===== src/rtl/vram_arbiter.sv =====
// Port-B arbiter for the frame-buffer RAM: display fetcher has priority, host shares the rest.
// Optional starvation guard for the host: define VRAM_ARB_STARVE_GUARD_EN.
module vram_arbiter #(
    parameter int ADDR_W       = 17,
    parameter int RD_LATENCY   = 2,
    parameter int MAX_DISP_RUN = 8
) (
    input  logic              clk,
    input  logic              rst,
    input  logic              disp_req,
    input  logic [ADDR_W-1:0] disp_addr,
    output logic              disp_gnt,
    output logic              disp_rvalid,
    output logic [31:0]       disp_rdata,
    input  logic              host_req,
    input  logic              host_we,
    input  logic [ADDR_W-1:0] host_addr,
    input  logic [3:0]        host_be,
    input  logic [31:0]       host_wdata,
    output logic              host_gnt,
    output logic              host_rvalid,
    output logic [31:0]       host_rdata,
    output logic [ADDR_W-1:0] address_b,
    output logic [3:0]        byteena_b,
    output logic [31:0]       data_b,
    output logic              wren_b,
    input  logic [31:0]       q_b
);

    generate
        if (RD_LATENCY < 1 || RD_LATENCY > 4 || MAX_DISP_RUN < 1 || MAX_DISP_RUN > 255) begin : g_param_check
            $error("vram_arbiter: parameter out of legal range");
        end
    endgenerate

    logic                  host_pri;
    logic                  rd_push;
    logic [RD_LATENCY-1:0] vld_p;
    logic [RD_LATENCY-1:0] own_p;

    // Grants are combinational; host_pri only ever rises in the guard build.
    assign disp_gnt = rst & disp_req & ~(host_pri & host_req);
    assign host_gnt = rst & host_req & (~disp_req | host_pri);
    assign rd_push  = disp_gnt | (host_gnt & ~host_we);

`ifdef VRAM_ARB_STARVE_GUARD_EN
    typedef enum logic {DISP_PRI, HOST_TURN} state_t;

    state_t     state;
    logic [7:0] run_cnt;
    logic [7:0] run_nxt;

    assign host_pri = (state == HOST_TURN);
    assign run_nxt  = run_cnt + 8'd1;

    always_ff @(posedge clk or negedge rst) begin
        if (!rst) begin
            state   <= DISP_PRI;
            run_cnt <= '0;
        end else begin
            case (state)
                DISP_PRI: begin
                    if (host_gnt || !host_req) begin
                        run_cnt <= '0;
                    end else if (disp_gnt) begin
                        run_cnt <= run_nxt;
                        if (run_nxt == 8'(MAX_DISP_RUN))
                            state <= HOST_TURN;
                    end
                end
                HOST_TURN: begin
                    if (host_gnt || !host_req) begin
                        state   <= DISP_PRI;
                        run_cnt <= '0;
                    end
                end
                default: begin
                    state   <= DISP_PRI;
                    run_cnt <= '0;
                end
            endcase
        end
    end
`else
    assign host_pri = 1'b0;
`endif

    // Stage p0: issue the winning access onto port B and tag it for return routing.
    always_ff @(posedge clk or negedge rst) begin
        if (!rst) begin
            address_b <= '0;
            byteena_b <= 4'b1111;
            data_b    <= '0;
            wren_b    <= 1'b0;
            vld_p     <= '0;
            own_p     <= '0;
        end else begin
            wren_b <= 1'b0;
            if (disp_gnt) begin
                address_b <= disp_addr;
                byteena_b <= 4'b1111;
            end else if (host_gnt) begin
                address_b <= host_addr;
                if (host_we) begin
                    byteena_b <= host_be;
                    data_b    <= host_wdata;
                    wren_b    <= 1'b1;
                end else begin
                    byteena_b <= 4'b1111;
                end
            end
            vld_p[0] <= rd_push;
            own_p[0] <= host_gnt;
            for (int k = 1; k < RD_LATENCY; k++) begin
                vld_p[k] <= vld_p[k-1];
                own_p[k] <= own_p[k-1];
            end
        end
    end

    // Stage p(RD_LATENCY): capture q_b into the owner's return register.
    always_ff @(posedge clk or negedge rst) begin
        if (!rst) begin
            disp_rvalid <= 1'b0;
            host_rvalid <= 1'b0;
            disp_rdata  <= '0;
            host_rdata  <= '0;
        end else begin
            disp_rvalid <= 1'b0;
            host_rvalid <= 1'b0;
            if (vld_p[RD_LATENCY-1]) begin
                if (own_p[RD_LATENCY-1]) begin
                    host_rvalid <= 1'b1;
                    host_rdata  <= q_b;
                end else begin
                    disp_rvalid <= 1'b1;
                    disp_rdata  <= q_b;
                end
            end
        end
    end

endmodule


===== config.mk =====
export PLATFORM = sky130hd
export DESIGN_NAME = vram_arbiter
export DESIGN_NICKNAME = d
export VERILOG_FILES = /design/src/rtl/vram_arbiter.sv
export SDC_FILE = /design/constraint.sdc
export NUM_CORES = 1
export LEC_CHECK = 0
export ABC_CLOCK_PERIOD_IN_PS = 2500
export CELL_PAD_IN_SITES_DETAIL_PLACEMENT = 0
export CELL_PAD_IN_SITES_GLOBAL_PLACEMENT = 1
export CORE_UTILIZATION = 34
export DETAILED_ROUTE_END_ITERATION = 16
export MAX_ROUTING_LAYER = met4
export PLACE_DENSITY_LB_ADDON = 0.1
export SLEW_MARGIN = 15
export SYNTH_ARGS = -nofsm -noshare
export SYNTH_HDL_FRONTEND = slang
export SYNTH_SLANG_ARGS = --single-unit

===== constraint.sdc =====
create_clock -name clk -period 2.5 [get_ports clk]
set_input_delay 0.5 -clock clk [delete_from_list [all_inputs] [get_ports clk]]
set_output_delay 0.5 -clock clk [all_outputs]
set_load 0.01 [all_outputs]

==> flow_summary.ini, run 1 <==
[clock_tree]
clk_latency_ns = 0.41
cts_tree = yes
cts_resized = 0
htreeDepth = 4
cts_buffer_depth = 2
clk_pin_slew_ns = 0.05
cts_setup_buffers = 0
clkSinkCount = 124
cts_buffers = 17
root_buffer = clkbuf_16

[drt]
drt_iter0_markers = 143
vias_per_cell = 4.662
vias = 3576
drc = 0
ant_nets = 0
routed_wirelength_um = 12400
first_pass_iters = 4
wl_per_cell_um = 16.17

[job]
cap_violations = 0

[synthesis]
syn_nets = 444
ys_ff_latch = 124
synthCells = 337
syn_area_um2 = 4897
synth.distinct_cells = 19
yosys_warnings = 0
synth_area_per_cell_um2 = 14.53
synth.yosys.seq_area_share_pct = 63.46

[power_and_ir_drop]
netSwitchingPower_mw = 1.594
pwr-share-comb_pct = 24.6
finalPower_mw = 6.621
leakage_nw = 3.459
powerDensity_nw_per_um2 = 832.7
swShare_pct = 24.08
max-vdd-ir-drop_mv = 0.4302
p_int_mw = 5.027
seqPwrFrac_pct = 38.9
clock_power_share_pct = 36.4

[timing]
setup_tns_ns = 0
rsz0062_at_grt = no
slew_headroom_pct = 40.24
period_share_pct = 93.20
setup_viol = 0
timing.fmax_ghz = 0.4292
hold_viol = 0
worstMarginPinSlew_ns = 0.8964
report.final.slew_viol_count = 0
min_period_ns = 2.330
clock_skew_ns = 0.007638

[floorplan]
num_io_pins = 229
die-area_um2 = 14890
die_h_um = 122.0
die_x_um = 122.0
start_util_pct = 35.01
coreArea_um2 = 13990
num_rows = 43

[status]
outcome = finished clean

[finish]
final_net_count = 681
stdcell_count = 767
area_delta_synth_final_pct = 62.37
diodes = 0
design_area_um2 = 7951
drive_gt1_share_pct = 19.25

[grt]
antenna_found_initial = 0
grt_pass1_wl_um = 19140
grt_pass1_vias = 3792
globalRouteOverflowTotal = 0
grt_usage_pct = 17.90
grt_max_degree = 72

[worst_setup_path]
critPathKind = in -> out
arrival_ns = 1.83
cp_max_fo = 2
end_kind = output port
cp-start-kind = input pin
required_ns = 2.00
r2r-start = own_p[1]$_DFF_PN0_
crit_start = host_req

[worst_hold_path]
hp-class = in -> async

[placed_design]
routabilityCongestion = 0.7495
dpl_cell_area_um2 = 7347
hpwlAfterDp_um = 8852
place_inst = 734
io_buffers = 228
[cells in the final DEF, fill, tap and decap left out, types with 2 or more instances in the layout]
master and count:
a211oi_1 4, a222oi_1 17, buf_4 9, bufinv_16 2
clkbuf_1 4, clkbuf_16 17, clkbuf_8 5, clkdlybuf4s50_1 227
clkinv_2 3, dfrtp_1 120, dfstp_2 4, inv_1 36
mux2_1 29, mux2_2 67, nand2_1 2, nor2_1 9
nor2b_1 18, nor3_1 4
[cell usage after synthesis (all sizes together)]
| master | number | area, µm² |
|---|---|---|
| inv | 36 | 135.1 |
| a222oi | 17 | 170.2 |
| clkbuf | 3 | 11.26 |
| and2 | 1 | 6.260 |
| buf | 17 | 122.6 |
| dfstp | 4 | 105.1 |
| nand2 | 2 | 7.510 |
| o21a | 1 | 7.510 |
| nor2 | 9 | 33.78 |
| and3 | 1 | 6.260 |
| nand4b | 1 | 23.77 |
| dfrtp | 120 | 3003 |
| nor2b | 20 | 125.1 |
| o21ai | 1 | 8.760 |
| a211oi | 4 | 30.03 |
| nor3 | 4 | 20.02 |
| mux2 | 96 | 1081 |
[worst max-delay path, stage by stage]
cell	delay, ns
clkdlybuf4s50_1	0.48
nand2_1	0.07
nor2_1	0.17
clkdlybuf4s50_1	0.61
[final cells by class]
type / count / area (µm²)
Fill cell: 1185 / 6037
Sequential cell: 124 / 3108
Timing Repair Buffer: 238 / 2361
Multi-Input combinational cell: 157 / 1530
Clock buffer: 26 / 509.2
Tap cell: 180 / 225.2
Inverter: 36 / 135.1
Clock inverter: 6 / 82.58
[flip-flops by register name (all words and copies together) (netlist names)]
name	count
disp_rdata	32
host_rvalid	1
byteena_b	4
disp_rvalid	1
vld_p	2
data_b	32
address_b	17
own_p	2
host_rdata	32
wren_b	1
[per-stage QoR]
stage | utilization (%) | hold WS (ns) | setup WS [ns]
3_3_place_gp | 52.52 | 0.3260 | 0.01399
4_1_cts | 56.82 | 0.04382 | 0.1415
6_report | 56.84 | 0.05658 | 0.1700
2_1_floorplan | - | 0.2044 | 0.8329
5_1_grt | 56.84 | 0.05465 | 0.1043
3_5_place_dp | 52.52 | 0.3238 | -0.06405
[per-layer routing]
metal	vias to the layer above	global-route usage [%]	share of wire, %
met5	-	-	0
met4	0	7.099	1.8
met2	159	26.69	46
met3	21	7.397	9.2
met1	1755	21.38	43
li1	1641	-	-
[power by group through the flow]
stage,combinational [mW],clock [mW],sequential (mW)
after floorplan,0.390,0,2.78
after global placement,1.63,0,2.60
after detailed placement,1.65,0,2.61
after CTS,1.66,2.49,2.58
after global routing,1.75,2.58,2.63
final,1.63,2.41,2.58
[what timing repair did]
action / in CTS / in global routing
setup endpoints to repair: 0 / 0
hold endpoints to repair: 7 / 0
hold buffers: 1 / 0
[cells by family (layout without fill, tap and decap cells)]
group           count (synthesis)  after routing  synth area share [%]
flops                         124            124                 63.46
mux                            96             96                 22.07
buf+inv                        56            306                 5.493
simple gates                   38             38                 4.548
compound gates                 23             23                 4.420
[worst paths after layout]
kind                                         endpoint  slack [ns]  cells after the start
min reg2reg                        vld_p[1]$_DFF_PN0_        0.35                      0
min                            data_b[30]$_DFFE_PN0P_        0.06                      2
min in group clk                   vld_p[1]$_DFF_PN0_        0.35                      0
max in group asynchronous      data_b[10]$_DFFE_PN0P_        1.33                      3
max                                          host_gnt        0.17                      4
max reg2reg                disp_rdata[31]$_DFFE_PN0P_        1.05                      3
Note: power is estimated with default switching activity, not from simulation.
==> run 2, diff against run 1 <==
--- a/config.mk
+++ b/config.mk
@@ -5,7 +5,7 @@
 export SDC_FILE = /design/constraint.sdc
 export NUM_CORES = 1
 export LEC_CHECK = 0
-export ABC_CLOCK_PERIOD_IN_PS = 2500
+export ABC_CLOCK_PERIOD_IN_PS = 2700
 export CELL_PAD_IN_SITES_DETAIL_PLACEMENT = 0
 export CELL_PAD_IN_SITES_GLOBAL_PLACEMENT = 1
 export CORE_UTILIZATION = 34
==> constraint.sdc (replaced) <==
create_clock -name clk -period 2.7 [get_ports clk]
set_input_delay 0.54 -clock clk [delete_from_list [all_inputs] [get_ports clk]]
set_output_delay 0.54 -clock clk [all_outputs]
set_load 0.01 [all_outputs]
==> run 2 against run 1 <==
Compared with the run above: hold slack gained 0.20 ns; die area unchanged; register-to-register slack improved by 0.20 ns; via count is 0.50% higher; final cell count is 0.13% lower; clock power increased by 16%; final area up 1.6%.
==> flow_summary.ini, run 2 (same netlist as run 1, synthesis figures left out) <==
[status]
outcome = finished clean

[finish]
diodes = 0
mostFrequentLayoutCells = clkdlybuf4s50_1 (227), dfrtp_1 (120), mux2_2 (67)
regArea_um2 = 3108
top_regs = data_b: 32 flops, disp_rdata: 32 flops, host_rdata: 32 flops
fill_cells = 1171
drive_gt1_share_pct = 19.62
final_common_cell = clkdlybuf4s50_1
multi_input_area_um2 = 1528
area_delta_synth_final_pct = 64.97
design_area_um2 = 8079
final_net_count = 680
stdcell_count = 766

[floorplan]
num_rows = 43
num_io_pins = 229
start_util_pct = 35.01
die_x_um = 122.0
die-area_um2 = 14890
die_h_um = 122.0
coreArea_um2 = 13990

[power_and_ir_drop]
max-vdd-ir-drop_mv = 0.4078
leakage_nw = 3.520
powerDensity_nw_per_um2 = 829.6

[timing]
min_period_ns = 2.378
period_share_pct = 88.08
hold_viol = 0
slew_headroom_pct = 33.34
rsz0062_at_grt = no
setup_tns_ns = 0
hold_ws_ns = 0.2597
worstMarginPinSlew_ns = 0.9998
setup_viol = 0
finalWorstSetupSlack_ns = 0.3219
clock_skew_ns = 0.005501
report.final.slew_viol_count = 0
timing.fmax_ghz = 0.4205

[drt]
vias = 3594
routed_wirelength_um = 12900
wl_per_cell_um = 16.84
drc = 0
drt_iter0_markers = 212
vias_per_cell = 4.692
ant_nets = 0
first_pass_iters = 6

[clock_tree]
cts_tree = yes
cts_setup_buffers = 0
htreeDepth = 4
cts_buffers = 17
cts_buffer_depth = 2
clk_latency_ns = 0.41
clk_pin_slew_ns = 0.05
cts_resized = 0
root_buffer = clkbuf_16
clkSinkCount = 124

[worst_setup_path]
arrival_ns = 1.84
reg2reg_depth = 3
rrSetupSlack_ns = 1.25
crit_start = host_req
end_kind = output port
r2r-start = own_p[1]$_DFF_PN0_
cp_max_fo = 2
cp-start-kind = input pin
critPathKind = in -> out
required_ns = 2.16

[job]
cap_violations = 0

[placed_design]
routabilityCongestion = 0.7286
dpl_cell_area_um2 = 7340
dp_slack_ns = 0.1464
io_buffers = 228
place_inst = 733
hpwlAfterDp_um = 8996

[grt]
grt_pass1_vias = 3996
globalRouteOverflowTotal = 0
grt_max_degree = 80
antenna_found_initial = 0
grt_usage_pct = 18.88
grt_pass1_wl_um = 20370

[worst_hold_path]
hp-class = in -> async
[run 2: area by class of cell]
class	instances	share of cell area [%]
Clock buffer	20	5.777
Tap cell	180	2.788
Clock inverter	12	3.252
Timing Repair Buffer	237	29.13
Inverter	36	1.673
Multi-Input combinational cell	157	18.91
Sequential cell	124	38.47
[run 2: power by group]
part,leakage [nW],total [mW],internal (mW),switching [mW]
sequential,1.45,2.39,2.21,0.181
combinational,1.71,1.51,0.964,0.543
clock,0.356,2.80,1.99,0.816
[run 2: path summary, 6_finish.rpt]
check,end
min in group clk,own_p[1]$_DFF_PN0_
setup reg to reg,disp_rdata[5]$_DFFE_PN0P_
hold reg to reg,own_p[1]$_DFF_PN0_
hold / removal,data_b[30]$_DFFE_PN0P_
setup / recovery,host_gnt
max in group asynchronous,host_rdata[23]$_DFFE_PN0P_
[run 2: what timing repair did]
action,CTS,global route
hold endpoints to repair,9,0
hold buffers,1,0
setup endpoints to repair,0,0
[run 2: critical path: stages]
cell             delay, ns
clkdlybuf4s50_1       0.47
nand2_1               0.06
nor2_1                0.16
clkdlybuf4s50_1       0.61
[run 2: per-layer routing]
metal	GRT usage, %	part of all wire (%)
met5	-	0
met4	7.176	1.3
met3	7.350	9.2
met2	29.03	48
met1	22.22	42
[run 2: stage by stage]
stage	power (mW)	utilization [%]
finish	6.703	57.75
global route	7.003	57.75
CTS	6.786	57.75
detailed placement	3.952	52.47
global placement	3.916	52.47
floorplan	2.936	-
==> run 3, diff against run 2 <==
--- a/config.mk
+++ b/config.mk
@@ -11,7 +11,7 @@
 export CORE_UTILIZATION = 34
 export DETAILED_ROUTE_END_ITERATION = 16
 export MAX_ROUTING_LAYER = met4
-export PLACE_DENSITY_LB_ADDON = 0.1
+export PLACE_DENSITY = 0.9
 export SLEW_MARGIN = 15
 export SYNTH_ARGS = -nofsm -noshare
 export SYNTH_HDL_FRONTEND = slang
==> run 3 against run 2 <==
Compared with the run above: largest power group is now registers; sequential power is essentially flat; sequential share of layout area grew 0.28 points; wire length shrank 3.5%.
==> flow_summary.ini, run 3 (same netlist as run 1, synthesis figures left out) <==
[status]
outcome = finished clean

[floorplan]
die_x_um = 122.0
die_h_um = 122.0
coreArea_um2 = 13990
die-area_um2 = 14890
num_rows = 43
num_io_pins = 229
start_util_pct = 35.01

[placed_design]
routabilityCongestion = 0.7751
place_inst = 737
hpwlAfterDp_um = 8990
io_buffers = 228
dpl_cell_area_um2 = 7386
dp_slack_ns = 0.2122

[grt]
globalRouteOverflowTotal = 0
antenna_found_initial = 0
grt_pass1_vias = 3847
grt_usage_pct = 18.09
grt_pass1_wl_um = 19690
grt_max_degree = 68

[finish]
design_area_um2 = 8021
area_delta_synth_final_pct = 63.80
top_regs = data_b: 32 flops, disp_rdata: 32 flops, host_rdata: 32 flops
mostFrequentLayoutCells = clkdlybuf4s50_1 (227), dfrtp_1 (120), mux2_2 (67)
drive_gt1_share_pct = 20.34
final_common_cell = clkdlybuf4s50_1
fin_util_pct = 57.34
diodes = 0
stdcell_count = 770
final_net_count = 684

[drt]
vias_per_cell = 4.704
drt_iter0_markers = 172
ant_nets = 0
routed_wirelength_um = 12450
drc = 0
wl_per_cell_um = 16.17
first_pass_iters = 6
vias = 3622

[timing]
hold_viol = 0
finalWorstSetupSlack_ns = 0.3063
report.final.slew_viol_count = 0
timing.fmax_ghz = 0.4178
period_share_pct = 88.66
hold_ws_ns = 0.2247
slew_headroom_pct = 44.31
setup_viol = 0
min_period_ns = 2.394
setup_tns_ns = 0
worstMarginPinSlew_ns = 0.8354
rsz0062_at_grt = no
clock_skew_ns = 0.004538

[worst_hold_path]
hp-class = in -> async

[power_and_ir_drop]
p_int_mw = 4.722
leakage_nw = 3.490
clock_power_share_pct = 37.8
finalPower_mw = 6.284
pwr-share-comb_pct = 24.1
seqPwrFrac_pct = 38.1
max-vdd-ir-drop_mv = 0.3404
powerDensity_nw_per_um2 = 783.4
swShare_pct = 24.86
netSwitchingPower_mw = 1.562

[clock_tree]
cts_tree = yes
cts_buffer_depth = 2
clk_pin_slew_ns = 0.06
cts_resized = 0
clk_latency_ns = 0.41
root_buffer = clkbuf_16
cts_buffers = 17
clkSinkCount = 124
htreeDepth = 4

[job]
cap_violations = 0

[worst_setup_path]
r2r-start = own_p[1]$_DFF_PN0_
cp_max_fo = 2
cp-start-kind = input pin
critPathKind = in -> out
crit_start = host_req
required_ns = 2.16
arrival_ns = 1.85
end_kind = output port
==> run 3: cell count changes in the layout (fill, tap and decap cells not counted), sizes merged <==
cell / delta
buf: +4
inv: +1
clkinvlp: +2
clkinv: +4
clkbuf: -3
bufinv: -4
==> run 3: what timing repair did <==
item	4_1_cts	5_1_grt
hold buffers	1	0
endpoints found under the hold margin	10	0
buffers inserted	0	0
==> run 3: path summary, 6_finish.rpt <==
kind                                              endpoint  slack, ns  depth (start not counted)
worst max-delay path                              host_gnt       0.31                          4
worst min-delay path                data_b[27]$_DFFE_PN0P_       0.22                          2
worst max register to register  disp_rdata[14]$_DFFE_PN0P_       1.35                          3
worst min register to register          own_p[1]$_DFF_PN0_       0.35                          0
max in group asynchronous       host_rdata[23]$_DFFE_PN0P_       1.34                          3
min in group clk                        own_p[1]$_DFF_PN0_       0.35                          0
==> run 3: routing by layer <==
metal  global-route usage, %  vias up  wire length, µm
li1                        -     1650                -
met1                   21.14     1785             5021
met2                   28.71      165             6224
met3                   5.618       22              980
met4                   7.639        0              223
met5                       -        -                0
==> run 3: layout make-up <==
type	instances	area (µm²)
Fill cell	1131	5967
Sequential cell	124	3108
Timing Repair Buffer	241	2405
Multi-Input combinational cell	157	1525
Clock buffer	17	425.4
Tap cell	180	225.2
Clock inverter	15	197.7
Inverter	36	135.1
==> run 3: power by group through the flow <==
stage / Sequential [mW] / Combinational, mW / Clock (mW)
2_1_floorplan: 2.57 / 0.362 / 0
4_1_cts: 2.40 / 1.54 / 2.44
5_1_grt: 2.44 / 1.63 / 2.52
3_3_place_gp: 2.40 / 1.50 / 0
6_report: 2.40 / 1.51 / 2.37
3_5_place_dp: 2.43 / 1.53 / 0
==> run 3: worst max-delay path, cell delays in order <==
cell             delay [ns]
clkdlybuf4s50_1        0.49
nand2_1                0.06
nor2_1                 0.16
clkdlybuf4s50_1        0.60
